$ cat config.mk
export PLATFORM = sky130hd
export DESIGN_NAME = bitpos_onehot_gen
export DESIGN_NICKNAME = d
export VERILOG_FILES = /design/src/rtl/bitpos_pkg.sv /design/src/rtl/bitpos_onehot_dec.sv /design/src/rtl/bitpos_onehot_gen.sv
export SDC_FILE = /design/constraint.sdc
export NUM_CORES = 1
export LEC_CHECK = 0
export BUFFER_PORTS_ARGS = -buffer_cell sky130_fd_sc_hd__clkbuf_2
export CORE_UTILIZATION = 46
export CTS_CLUSTER_DIAMETER = 40
export DETAILED_ROUTE_END_ITERATION = 16
export GPL_TIMING_DRIVEN = 0
export HOLD_SLACK_MARGIN = 0.1
export PLACE_DENSITY = 0.8
export SYNTH_ARGS = -nofsm -noshare
export SYNTH_HDL_FRONTEND = slang
export SYNTH_SLANG_ARGS = --single-unit
$ cat constraint.sdc
create_clock -name clk -period 1.6 [get_ports clk]
set_input_delay 0.08 -clock clk [delete_from_list [all_inputs] [get_ports clk]]
set_output_delay 0.08 -clock clk [all_outputs]
set_load 0.02 [all_outputs]
$ cat src/rtl/bitpos_pkg.sv
// Shared types and helpers for the bit-position to one-hot generator.
// Holds the two-state walk FSM type and the wrapping position step.
package bitpos_pkg;

  typedef enum logic {
    IDLE = 1'b0,
    EMIT = 1'b1
  } state_t;

  // Width of a position field able to address every lane of a WIDTH-bit word.
  function automatic int pos_width(input int width);
    return (width > 1) ? $clog2(width) : 1;
  endfunction

  // One walk step, wrapping modulo width (not modulo 2**POS_W).
  // dir = 0 walks toward the MSB, dir = 1 toward the LSB.
  function automatic int next_pos(input int pos, input logic dir, input int width);
    if (!dir) begin
      return (pos >= width - 1) ? 0 : pos + 1;
    end
    return (pos == 0) ? width - 1 : pos - 1;
  endfunction

endpackage

$ cat src/rtl/bitpos_onehot_dec.sv
// Combinational position -> one-hot decoder.
// Positions that do not address a lane (pos >= WIDTH) decode to all-zero.
module bitpos_onehot_dec
  import bitpos_pkg::*;
#(
  parameter int WIDTH = 8,
  parameter int POS_W = pos_width(WIDTH)
) (
  input  logic [POS_W-1:0] pos,
  output logic [WIDTH-1:0] onehot
);

  always_comb begin
    onehot = '0;
    for (int i = 0; i < WIDTH; i++) begin
      onehot[i] = (pos == POS_W'(i));
    end
  end

endmodule

$ cat src/rtl/bitpos_onehot_gen.sv
// Accepts a start position plus walk length and emits registered one-hot beats,
// stepping up or down with wrap modulo WIDTH, one beat per accepted out handshake.
module bitpos_onehot_gen
  import bitpos_pkg::*;
#(
  parameter int WIDTH = 8,
  parameter int POS_W = pos_width(WIDTH),
  parameter int CNT_W = POS_W
) (
  input  logic             clk,
  input  logic             rst_n,
  input  logic             cmd_valid,
  output logic             cmd_ready,
  input  logic [POS_W-1:0] cmd_pos,
  input  logic [CNT_W-1:0] cmd_count,
  input  logic             cmd_dir,
  output logic             out_valid,
  input  logic             out_ready,
  output logic [WIDTH-1:0] onehot_out,
  output logic [POS_W-1:0] out_pos,
  output logic             out_last,
  output logic             cmd_err,
  output state_t           dbg_state
);

  // Handshakes: a transfer happens on a rising edge where valid & ready are both 1.
  // cmd_ready depends on state only; out_valid and all beat outputs are registered
  // and stay frozen while out_valid & !out_ready.

  state_t           state_q, state_d;
  logic [POS_W-1:0] cur_q, cur_d;
  logic [POS_W-1:0] step_pos, dec_pos;
  logic [CNT_W-1:0] remain_q, remain_d;
  logic             dir_q, dir_d;
  logic             valid_q, valid_d;
  logic             last_q, last_d;
  logic             err_q, err_d;
  logic [WIDTH-1:0] word_q, word_d, dec_word;
  logic             accept, beat, pos_legal;

  assign cmd_ready = (state_q == IDLE);
  assign accept    = cmd_valid & cmd_ready;
  assign beat      = valid_q & out_ready;
  assign pos_legal = (32'(cmd_pos) < WIDTH);
  assign step_pos  = POS_W'(next_pos(32'(cur_q), dir_q, WIDTH));

  // The decoder sees the position that will be loaded at the next edge.
  assign dec_pos = (state_q == IDLE) ? cmd_pos : step_pos;

  bitpos_onehot_dec #(
    .WIDTH (WIDTH),
    .POS_W (POS_W)
  ) u_dec (
    .pos    (dec_pos),
    .onehot (dec_word)
  );

  always_comb begin
    state_d  = state_q;
    cur_d    = cur_q;
    remain_d = remain_q;
    dir_d    = dir_q;
    valid_d  = valid_q;
    last_d   = last_q;
    err_d    = 1'b0;
    word_d   = word_q;
    case (state_q)
      IDLE: begin
        if (accept) begin
          if (pos_legal) begin
            state_d  = EMIT;
            cur_d    = cmd_pos;
            remain_d = cmd_count;
            dir_d    = cmd_dir;
            valid_d  = 1'b1;
            last_d   = (cmd_count == '0);
            word_d   = dec_word;
          end else begin
            err_d = 1'b1;
          end
        end
      end
      EMIT: begin
        if (beat) begin
          if (remain_q == '0) begin
            state_d  = IDLE;
            cur_d    = '0;
            dir_d    = 1'b0;
            valid_d  = 1'b0;
            last_d   = 1'b0;
            word_d   = '0;
          end else begin
            cur_d    = step_pos;
            remain_d = remain_q - CNT_W'(1);
            valid_d  = 1'b1;
            last_d   = (remain_q == CNT_W'(1));
            word_d   = dec_word;
          end
        end
      end
      default: state_d = IDLE;
    endcase
  end

  always_ff @(posedge clk) begin
    if (!rst_n) begin
      state_q  <= IDLE;
      cur_q    <= '0;
      remain_q <= '0;
      dir_q    <= 1'b0;
      valid_q  <= 1'b0;
      last_q   <= 1'b0;
      err_q    <= 1'b0;
      word_q   <= '0;
    end else begin
      state_q  <= state_d;
      cur_q    <= cur_d;
      remain_q <= remain_d;
      dir_q    <= dir_d;
      valid_q  <= valid_d;
      last_q   <= last_d;
      err_q    <= err_d;
      word_q   <= word_d;
    end
  end

  assign out_valid  = valid_q;
  assign onehot_out = word_q;
  assign out_pos    = cur_q;
  assign out_last   = last_q;
  assign cmd_err    = err_q;
  assign dbg_state  = state_q;

endmodule

==> results of run 1 <==
routing by layer:
metal / GRT usage / share of wire / vias to the layer above
met4: 0.08333 / 0.0062 / 0
met1: 0.2428 / 0.46 / 440
met2: 0.3588 / 0.49 / 32
li1: - / - / 496
met3: 0.02181 / 0.037 / 2
met5: 0 / 0 / -
report_power, final:
group	switching [mW]	total [mW]	internal [mW]
registers	0.0340	0.512	0.478
clock network	0.150	0.289	0.139
logic	0.179	0.341	0.162
stage by stage:
step / instance area, um2 / TNS, ps
3_5_place_dp: 1181 / -669.9
6_report: 1414 / 0
3_3_place_gp: 1181 / -297.8
4_1_cts: 1299 / 0
5_1_grt: 1414 / -99.19
2_1_floorplan: 1022 / 0
cell usage after synthesis:
cell type / n
a21boi_4: 1
and2_1: 2
a311oi_1: 1
a31oi_2: 1
o211ai_1: 2
clkbuf_1: 1
o21ai_1: 8
a2111o_1: 1
and3_1: 1
a41o_1: 1
nor2b_1: 5
nand3b_1: 1
nand3_1: 4
o2bb2ai_1: 1
buf_2: 1
a21oi_1: 4
inv_2: 1
o22ai_1: 1
and3_4: 1
nor2b_2: 1
a31oi_4: 1
nor3_1: 2
o311a_1: 1
a22oi_1: 3
nor2_1: 2
o211a_1: 1
nand2_1: 20
a21oi_2: 1
inv_1: 6
nor4b_1: 1
ha_1: 7
buf_6: 1
o21ai_0: 5
nand2b_1: 6
conb_1: 1
dfxtp_1: 18
buf_4: 3
nor4_1: 1
layout by cell type (no fill, tap or decap), types with 2 or more instances in the layout:
| master | count |
|---|---|
| a21oi_1 | 4 |
| a22oi_1 | 3 |
| a31oi_4 | 2 |
| buf_4 | 11 |
| clkbuf_2 | 25 |
| clkbuf_4 | 3 |
| dfxtp_1 | 13 |
| dfxtp_2 | 3 |
| dfxtp_4 | 2 |
| dlygate4sd3_1 | 3 |
| ha_1 | 3 |
| ha_2 | 2 |
| ha_4 | 2 |
| inv_1 | 3 |
| inv_2 | 4 |
| nand2_1 | 18 |
| nand2_2 | 2 |
| nand2b_1 | 3 |
| nand2b_4 | 3 |
| nand3_1 | 3 |
| nor2_1 | 2 |
| nor2b_1 | 5 |
| nor3_1 | 2 |
| o211ai_1 | 2 |
| o21ai_0 | 4 |
| o21ai_1 | 8 |
kinds of logic (layout without fill, tap and decap cells):
group,Yosys count,count (layout)
adders and majority gates,7,7
AOI/OAI and AO/OA,33,33
DFF,18,18
buffers and inverters,13,53
and+or+nand+nor,47,47
other,1,1
critical path: cells and delay by family (launching register included):
| family | cells | cell delay [ps] |
|---|---|---|
| compound gates | 3 | 400 |
| fa+ha+maj | 2 | 310 |
| flops | 1 | 380 |
| simple gates | 2 | 390 |
worst paths after layout:
check | slack, ps | startpoint | to | cells past startpoint
max | 50 | out_pos[0]$_SDFFE_PN0P_ | onehot_out[3]$_SDFFE_PN0P_ | 7
min | 110 | cmd_count[0] | remain_q[0]$_SDFFE_PN0P_ | 3
max reg2reg | 50 | out_pos[0]$_SDFFE_PN0P_ | onehot_out[3]$_SDFFE_PN0P_ | 7
min reg2reg | 450 | onehot_out[3]$_SDFFE_PN0P_ | onehot_out[3]$_SDFFE_PN0P_ | 2
flip-flops by register name (all words and copies together) (netlist names):
name	cells
onehot_out	8
dbg_state	1
out_last	1
dir_q	1
remain_q	3
out_valid	1
out_pos	3
final cells by class:
cell class	instances	area share
Inverter	7	0.01858
Buffer	6	0.03009
Tap cell	27	0.02389
Sequential cell	18	0.2628
Clock buffer	4	0.02566
Timing Repair Buffer	36	0.1522
Multi-Input combinational cell	88	0.4867
what timing repair did:
item / CTS / global route
pin swaps: 5 / 11
hold buffers: 3 / 0
endpoints found under the setup margin: 9 / 12
resized for setup: 8 / 19
hold endpoints to repair: 3 / 0
setup buffers: 3 / 5
==> results.toml, run 1 <==
[run_status]
outcome = "complete, no violations"

[logic_synthesis]
avgSynthCellArea_um2 = 8.506
synth_top_cell_by_area = "dfxtp_1"
yosysWarnings = 0
synth_nets = 137
ys_seq_area_frac = 0.3560
synth-seq-cells = 18
muxShareOfSynthArea = 0
netlist.area_leader.share = 0.3560
syn_area_um2 = 1012
synth_xor_area_frac = 0
ys_top_cells_by_area = "dfxtp_1 36%, ha_1 8.7%, nand2_1 7.4%, o21ai_1 4.0%, nand2b_1 3.7%"
synthCells = 119
synthAdderAreaFrac = 0.08653
synth_simple_gate_area_frac = 0.2398
synth_cell_types = 38
synth_top_family_by_area = "compound AO/OA/AOI/OAI gates"
synth_compound_area_frac = 0.2460

[critical_path]
cpMostUsedCell = "ha_4"
start_kind = "register"
worst_setup_path_end_kind = "register"
worstPathCellList = "ha_4 > ha_4 > a311oi_2 > and2_4 > o22ai_4 > nand2b_4 > o21ai_1"
worstPathRequired_ps = 1840
slowest_stage = "dfxtp_4"
worstPathArrival_ps = 1790
slowest_delay_ps = 380
crit_path_max_fanout = 4
criticalPathCategory = "reg2reg"

[die]
ios = 27
start_util = 0.5006
core_um2 = 2022
core.rowCount = 16
fp.dieH_um = 48.91
die_w_um = 48.91
dieArea_um2 = 2392

[timing]
hold_violations = 0
period_needed_ps = 1554
setup_violations = 0
max_freq_mhz = 643.5
fin_skew_ps = 2.238
whs_ps = 113.2
final-max-slew-violation-count = 0
finalCritPeriodShare = 0.9713
rsz0062_at_grt = "yes"
worst_slack_ps = 45.88

[power]
ir_drop_v = 0.0004779
leakage_nw = 0.6178
power.density_nw_per_um2 = 807.0
fin_total_pwr_mw = 1.141

[cells_and_area]
diodes = 0
final_util = 0.6993
multiInputGateArea_um2 = 688.2
nets = 178
seqCellArea_um2 = 371.6
fill_cells = 169
syn_to_final_growth_pct = 39.68
fin_cells = 186
drive_above_1_share = 0.4465

[route]
drc = 0
viasPerCell = 5.215
drtIter0Drc = 19
wl_mm = 2.266
wl_per_cell_um = 12.18
drtPass1Iterations = 4
vias = 970
antenna_left = 0

[placed_design]
portBuffers = 25
place_ws_ps = -93.34
placedCellCount = 171
place_hpwl_mm = 1.614
gp_congestion = 0.9048

[clock_tree]
htreeDepth = 1
cts_tree = "done"
clock-sinks = 18
clk_pin_slew_ps = 110
cts_buffers = 3
cts-root-buf = "clkbuf_4"
clk_latency_ps = 290
clk_path_buf_depth = 2

[grt]
grt_pass1_wl_mm = 3.808
antenna_found_initial = 0
grt_max_degree = 11
grt_usage = 0.2009
grt_pass1_vias = 909
grt_remaining_overflow = 0

[hold_path]
holdCritPathClass = "in2reg"

[run]
drv_cap = 0
No activity file was read; power rests on OpenSTA's default activity.
==> run 2, diff against run 1 <==
--- a/config.mk
+++ b/config.mk
@@ -11,7 +11,7 @@
 export DETAILED_ROUTE_END_ITERATION = 16
 export GPL_TIMING_DRIVEN = 0
 export HOLD_SLACK_MARGIN = 0.1
-export PLACE_DENSITY = 0.8
+export PLACE_DENSITY = 0.74
 export SYNTH_ARGS = -nofsm -noshare
 export SYNTH_HDL_FRONTEND = slang
 export SYNTH_SLANG_ARGS = --single-unit
==> constraint.sdc (replaced) <==
create_clock -name clk -period 1.6 [get_ports clk]
set_input_delay 0.08 -clock clk [delete_from_list [all_inputs] [get_ports clk]]
set_output_delay 0.08 -clock clk [all_outputs]
set_load 0.05 [all_outputs]
==> run 2 against run 1 <==
  * Global-route usage decreased by 0.16 points
  * Combinational power grew 9.1%
  * Critical path depth unchanged
  * Register-to-register slack worse by 20 ps
  * Total power up 1.7%
  * Die area stayed put
  * Clock-buffer cell count did not move
  * Core utilization decreased by 2.1 points
  * Flip-flop and latch count did not move
  * Cell count fell by 2.2%
  * Critical endpoint unchanged
==> results.toml, run 2 (synthesis gave the netlist of run 1 again) <==
[clock_tree]
clk_path_buf_depth = 2
clock-sinks = 18
clk_pin_slew_ps = 110
cts-root-buf = "clkbuf_4"
htreeDepth = 1
clk_latency_ps = 290
cts_buffers = 3
cts_tree = "done"

[cells_and_area]
diodes = 0
seqCellArea_um2 = 371.6
drive_above_1_share = 0.4387
final_cell_mix = "25 x clkbuf_2, 18 x nand2_1, 13 x dfxtp_1"
syn_to_final_growth_pct = 35.48
final_common_cell = "clkbuf_2"
largest_reg_flops = 8
final_util = 0.6782
fill_cells = 165
fin_cells = 182
nets = 174
multiInputGateArea_um2 = 678.2

[die]
fp.dieH_um = 48.91
start_util = 0.5006
dieArea_um2 = 2392
core_um2 = 2022
die_w_um = 48.91
core.rowCount = 16
ios = 27

[timing]
setup_violations = 0
period_needed_ps = 1575
fin_skew_ps = 7.717
max_freq_mhz = 635.1
rsz0062_at_grt = "yes"
finalCritPeriodShare = 0.9841
final-max-slew-violation-count = 0
hold_violations = 0
setup_tns_ps = 0

[route]
viasPerCell = 5.170
drtPass1Iterations = 4
drc = 0
wl_mm = 2.241
vias = 941
wl_per_cell_um = 12.31
antenna_left = 0
drtIter0Drc = 16

[grt]
grt_pass1_wl_mm = 3.774
grt_usage = 0.1993
grt_remaining_overflow = 0
antenna_found_initial = 0
grt_max_degree = 11
grt_pass1_vias = 909

[critical_path]
slowest_delay_ps = 380
cpMostUsedCell = "ha_4"
worstPathRequired_ps = 1780
crit_start = "out_pos[0]$_SDFFE_PN0P_"
crit_path_max_fanout = 5
reg2reg_from = "out_pos[0]$_SDFFE_PN0P_"
worst_setup_path_end_kind = "register"
start_kind = "register"
criticalPathCategory = "reg2reg"
slowest_stage = "dfxtp_4"
worstPathArrival_ps = 1760
worstPathCellList = "ha_4 > ha_4 > a311oi_2 > nand3_1 > nand3_2 > nand2b_4 > o21ai_1"

[run_status]
outcome = "complete, no violations"

[placed_design]
portBuffers = 25
place_hpwl_mm = 1.590
gp_congestion = 0.7805
placedCellCount = 171

[hold_path]
min_from = "rst_n"
holdCritPathClass = "in2reg"

[run]
drv_cap = 0

[power]
fin_total_pwr_mw = 1.160
ir_drop_v = 0.0005392
power.density_nw_per_um2 = 846.2
leakage_nw = 0.6008
## run 2: critical path, delay by kind of cell, from the launching register on
family	cells	cell delay [ps]
adders and majority gates	2	320
and+or+nand+nor	3	480
AOI/OAI and AO/OA	2	290
DFF	1	380
## run 2: final cells by class
cell class / count / area share
sequential: 18 / 0.2710
tap: 27 / 0.02463
multi-input combinational: 88 / 0.4945
timing repair buffer: 32 / 0.1332
inverter: 7 / 0.01916
buffer: 6 / 0.03102
clock buffer: 4 / 0.02646
## run 2: timing repair
action | 4_1_cts | 5_1_grt
setup buffers | 2 | 3
resized for setup | 8 | 12
cloned | 0 | 0
setup endpoints to repair | 10 | 10
pin swaps | 6 | 7
hold buffers | 2 | 0
hold endpoints to repair | 2 | 0
## run 2: worst paths after layout
check / end / slack, ps / depth (start not counted)
hold / removal: onehot_out[6]$_SDFFE_PN0P_ / 120 / 3
hold reg to reg: onehot_out[5]$_SDFFE_PN0P_ / 450 / 2
setup / recovery: onehot_out[3]$_SDFFE_PN0P_ / 30 / 7
setup reg to reg: onehot_out[3]$_SDFFE_PN0P_ / 30 / 7
## run 2: routing by layer
layer / global-route usage / up-vias / part of all wire
met3: 0.03427 / 4 / 0.049
met2: 0.3773 / 22 / 0.49
li1: - / 489 / -
met5: 0 / - / 0
met4: 0.06373 / 0 / 0.013
met1: 0.2226 / 426 / 0.44
## run 2: through the flow
stage               setup slack [ps]  hold slack [ps]  cell area (um2)
detailed placement            -83.28            348.9             1191
CTS                           -3.389            110.6             1308
global placement              -58.52            336.6             1191
global route                  -28.31            123.1             1371
finish                         25.47            122.9             1371
floorplan                      9.757            231.5             1032
## run 2: report_power, final
part	total (mW)	internal, mW	leakage [nW]	switching [mW]
Clock	0.278	0.138	0.0210	0.140
Combinational	0.372	0.149	0.430	0.224
Sequential	0.510	0.477	0.150	0.0329
Total	1.16	0.764	0.601	0.396
==> run 3, diff against run 2 <==
--- a/config.mk
+++ b/config.mk
@@ -11,7 +11,7 @@
 export DETAILED_ROUTE_END_ITERATION = 16
 export GPL_TIMING_DRIVEN = 0
 export HOLD_SLACK_MARGIN = 0.1
-export PLACE_DENSITY = 0.74
+export PLACE_DENSITY = 0.84
 export SYNTH_ARGS = -nofsm -noshare
 export SYNTH_HDL_FRONTEND = slang
 export SYNTH_SLANG_ARGS = --single-unit
==> constraint.sdc (replaced) <==
create_clock -name clk -period 1.6 [get_ports clk]
set_input_delay 0.08 -clock clk [delete_from_list [all_inputs] [get_ports clk]]
set_output_delay 0.08 -clock clk [all_outputs]
set_load 0.02 [all_outputs]
==> run 3 against run 2 <==
  * Non-clock buffer count rose by 5
  * Die area did not move
  * Setup slack got worse by 18 ps
  * Fmax fell by 1.1%
  * Critical path depth did not move
  * Core utilization rose by 3.5 points
  * Cell count rose by 3.3%
  * Global-route usage rose by 2.6 points
  * Register-to-register slack got worse by 20 ps
  * Critical endpoint is now onehot_out[7]$_SDFFE_PN0P_
==> results.toml, run 3 (synthesis gave the netlist of run 1 again) <==
[run_status]
outcome = "complete, no violations"

[critical_path]
worstPathArrival_ps = 1840
worstPathRequired_ps = 1850
cpMostUsedCell = "ha_4"
slowest_delay_ps = 380
worst_setup_path_end_kind = "register"
crit_path_max_fanout = 4
start_kind = "register"
worstPathCellList = "ha_4 > ha_4 > a311oi_2 > and2_4 > o22ai_4 > nand2b_4 > o21ai_1"
slowest_stage = "dfxtp_4"
criticalPathCategory = "reg2reg"
critical_path_buf_inv_count = 0
critPathTopFamily = "compound AO/OA/AOI/OAI gates"

[clock_tree]
htreeDepth = 1
cts_buffers = 3
clock-sinks = 18
clk_path_buf_depth = 2
cts-root-buf = "clkbuf_4"
cts_tree = "done"
clk_pin_slew_ps = 110
clk_latency_ps = 300

[route]
wl_mm = 2.563
drtPass1Iterations = 4
vias = 1028
viasPerCell = 5.468
m1WireLength_mm = 1.014
drc = 0
antenna_left = 0
drtIter0Drc = 31
wl_met2_mm = 1.248
wl_per_cell_um = 13.63
dr_wl_met3_um = 196
top_layer_used = "met4"

[cells_and_area]
fill_cells = 157
multiInputGateArea_um2 = 708.2
fin_cells = 188
nets = 179
seqCellArea_um2 = 370.4
drive_above_1_share = 0.4438
final_common_cell = "clkbuf_2"
final_cell_mix = "25 x clkbuf_2, 19 x nand2_1, 14 x dfxtp_1"
syn_to_final_growth_pct = 42.52
largest_reg_flops = 8

[die]
ios = 27
core.rowCount = 16
fp.dieH_um = 48.91
core_um2 = 2022
die_w_um = 48.91
start_util = 0.5006
dieArea_um2 = 2392

[hold_path]
holdCritPathClass = "in2reg"

[power]
leakage_nw = 0.6268
ir_drop_v = 0.0006106
power.density_nw_per_um2 = 812.2

[placed_design]
placedCellCount = 171
place_hpwl_mm = 1.697
gp_congestion = 0.8734
portBuffers = 25

[grt]
grt_pass1_vias = 978
grt_pass1_wl_mm = 4.119
grt_max_degree = 11
grt_remaining_overflow = 0
grt_usage = 0.2257
antenna_found_initial = 1

[timing]
rsz0062_at_grt = "yes"
fin_skew_ps = 1.411
setup_violations = 0
finalCritPeriodShare = 0.9955
hold_violations = 0
whs_ps = 114.0
max_freq_mhz = 627.8
final-max-slew-violation-count = 0
period_needed_ps = 1593

[run]
drv_cap = 0
==> run 3: final cells by class <==
cell class                      instances  share of cell area
Tap cell                               27             0.02342
Clock buffer                            4             0.02515
Buffer                                  6             0.02949
Multi-Input combinational cell         88              0.4909
Sequential cell                        18              0.2567
Inverter                                7             0.01821
Timing Repair Buffer                   37              0.1544
Antenna cell                            1            0.001735
==> run 3: path summary, 6_finish.rpt <==
path | slack, ps | startpoint | depth (start not counted) | end
min | 110 | cmd_count[0] | 3 | remain_q[0]$_SDFFE_PN0P_
max reg2reg | 7 | out_pos[0]$_SDFFE_PN0P_ | 7 | onehot_out[7]$_SDFFE_PN0P_
min reg2reg | 450 | onehot_out[6]$_SDFFE_PN0P_ | 2 | onehot_out[6]$_SDFFE_PN0P_
max | 7 | out_pos[0]$_SDFFE_PN0P_ | 7 | onehot_out[7]$_SDFFE_PN0P_
==> run 3: report_power, final <==
group,internal [mW],switching [mW]
registers,0.477,0.0344
clock network,0.139,0.157
logic,0.174,0.190
==> run 3: timing repair <==
item	in CTS	in global routing
gates resized for setup	7	20
pin swaps	7	6
hold buffers	3	0
endpoints found under the hold margin	6	0
setup buffers	4	5
endpoints found under the setup margin	10	12
==> run 3: per-stage QoR <==
stage	cell area, um2	worst slack, ps	utilization	total power [mW]	setup TNS (ps)
after CTS	1299	2.994	0.6423	1.087	0
after global routing	1443	-31.70	0.7135	1.222	-86.35
after floorplan	1022	30.56	-	0.7062	0
after global placement	1181	-53.77	0.5842	0.7726	-322.8
final	1443	7.193	0.7135	1.172	0
after detailed placement	1181	-76.34	0.5842	0.7856	-629.1
==> run 3: worst reg2reg max path: stages (launching register included) <==
cell      delay (ps)
dfxtp_4          380
ha_4             160
ha_4             160
a311oi_2         250
and2_4           220
o22ai_4           60
nand2b_4         180
o21ai_1          130
==> run 3: layer usage <==
layer	up-vias	global-route usage
li1	496	-
met1	463	0.2534
met5	-	0
met4	0	0.1324
met3	11	0.03738
met2	58	0.3981
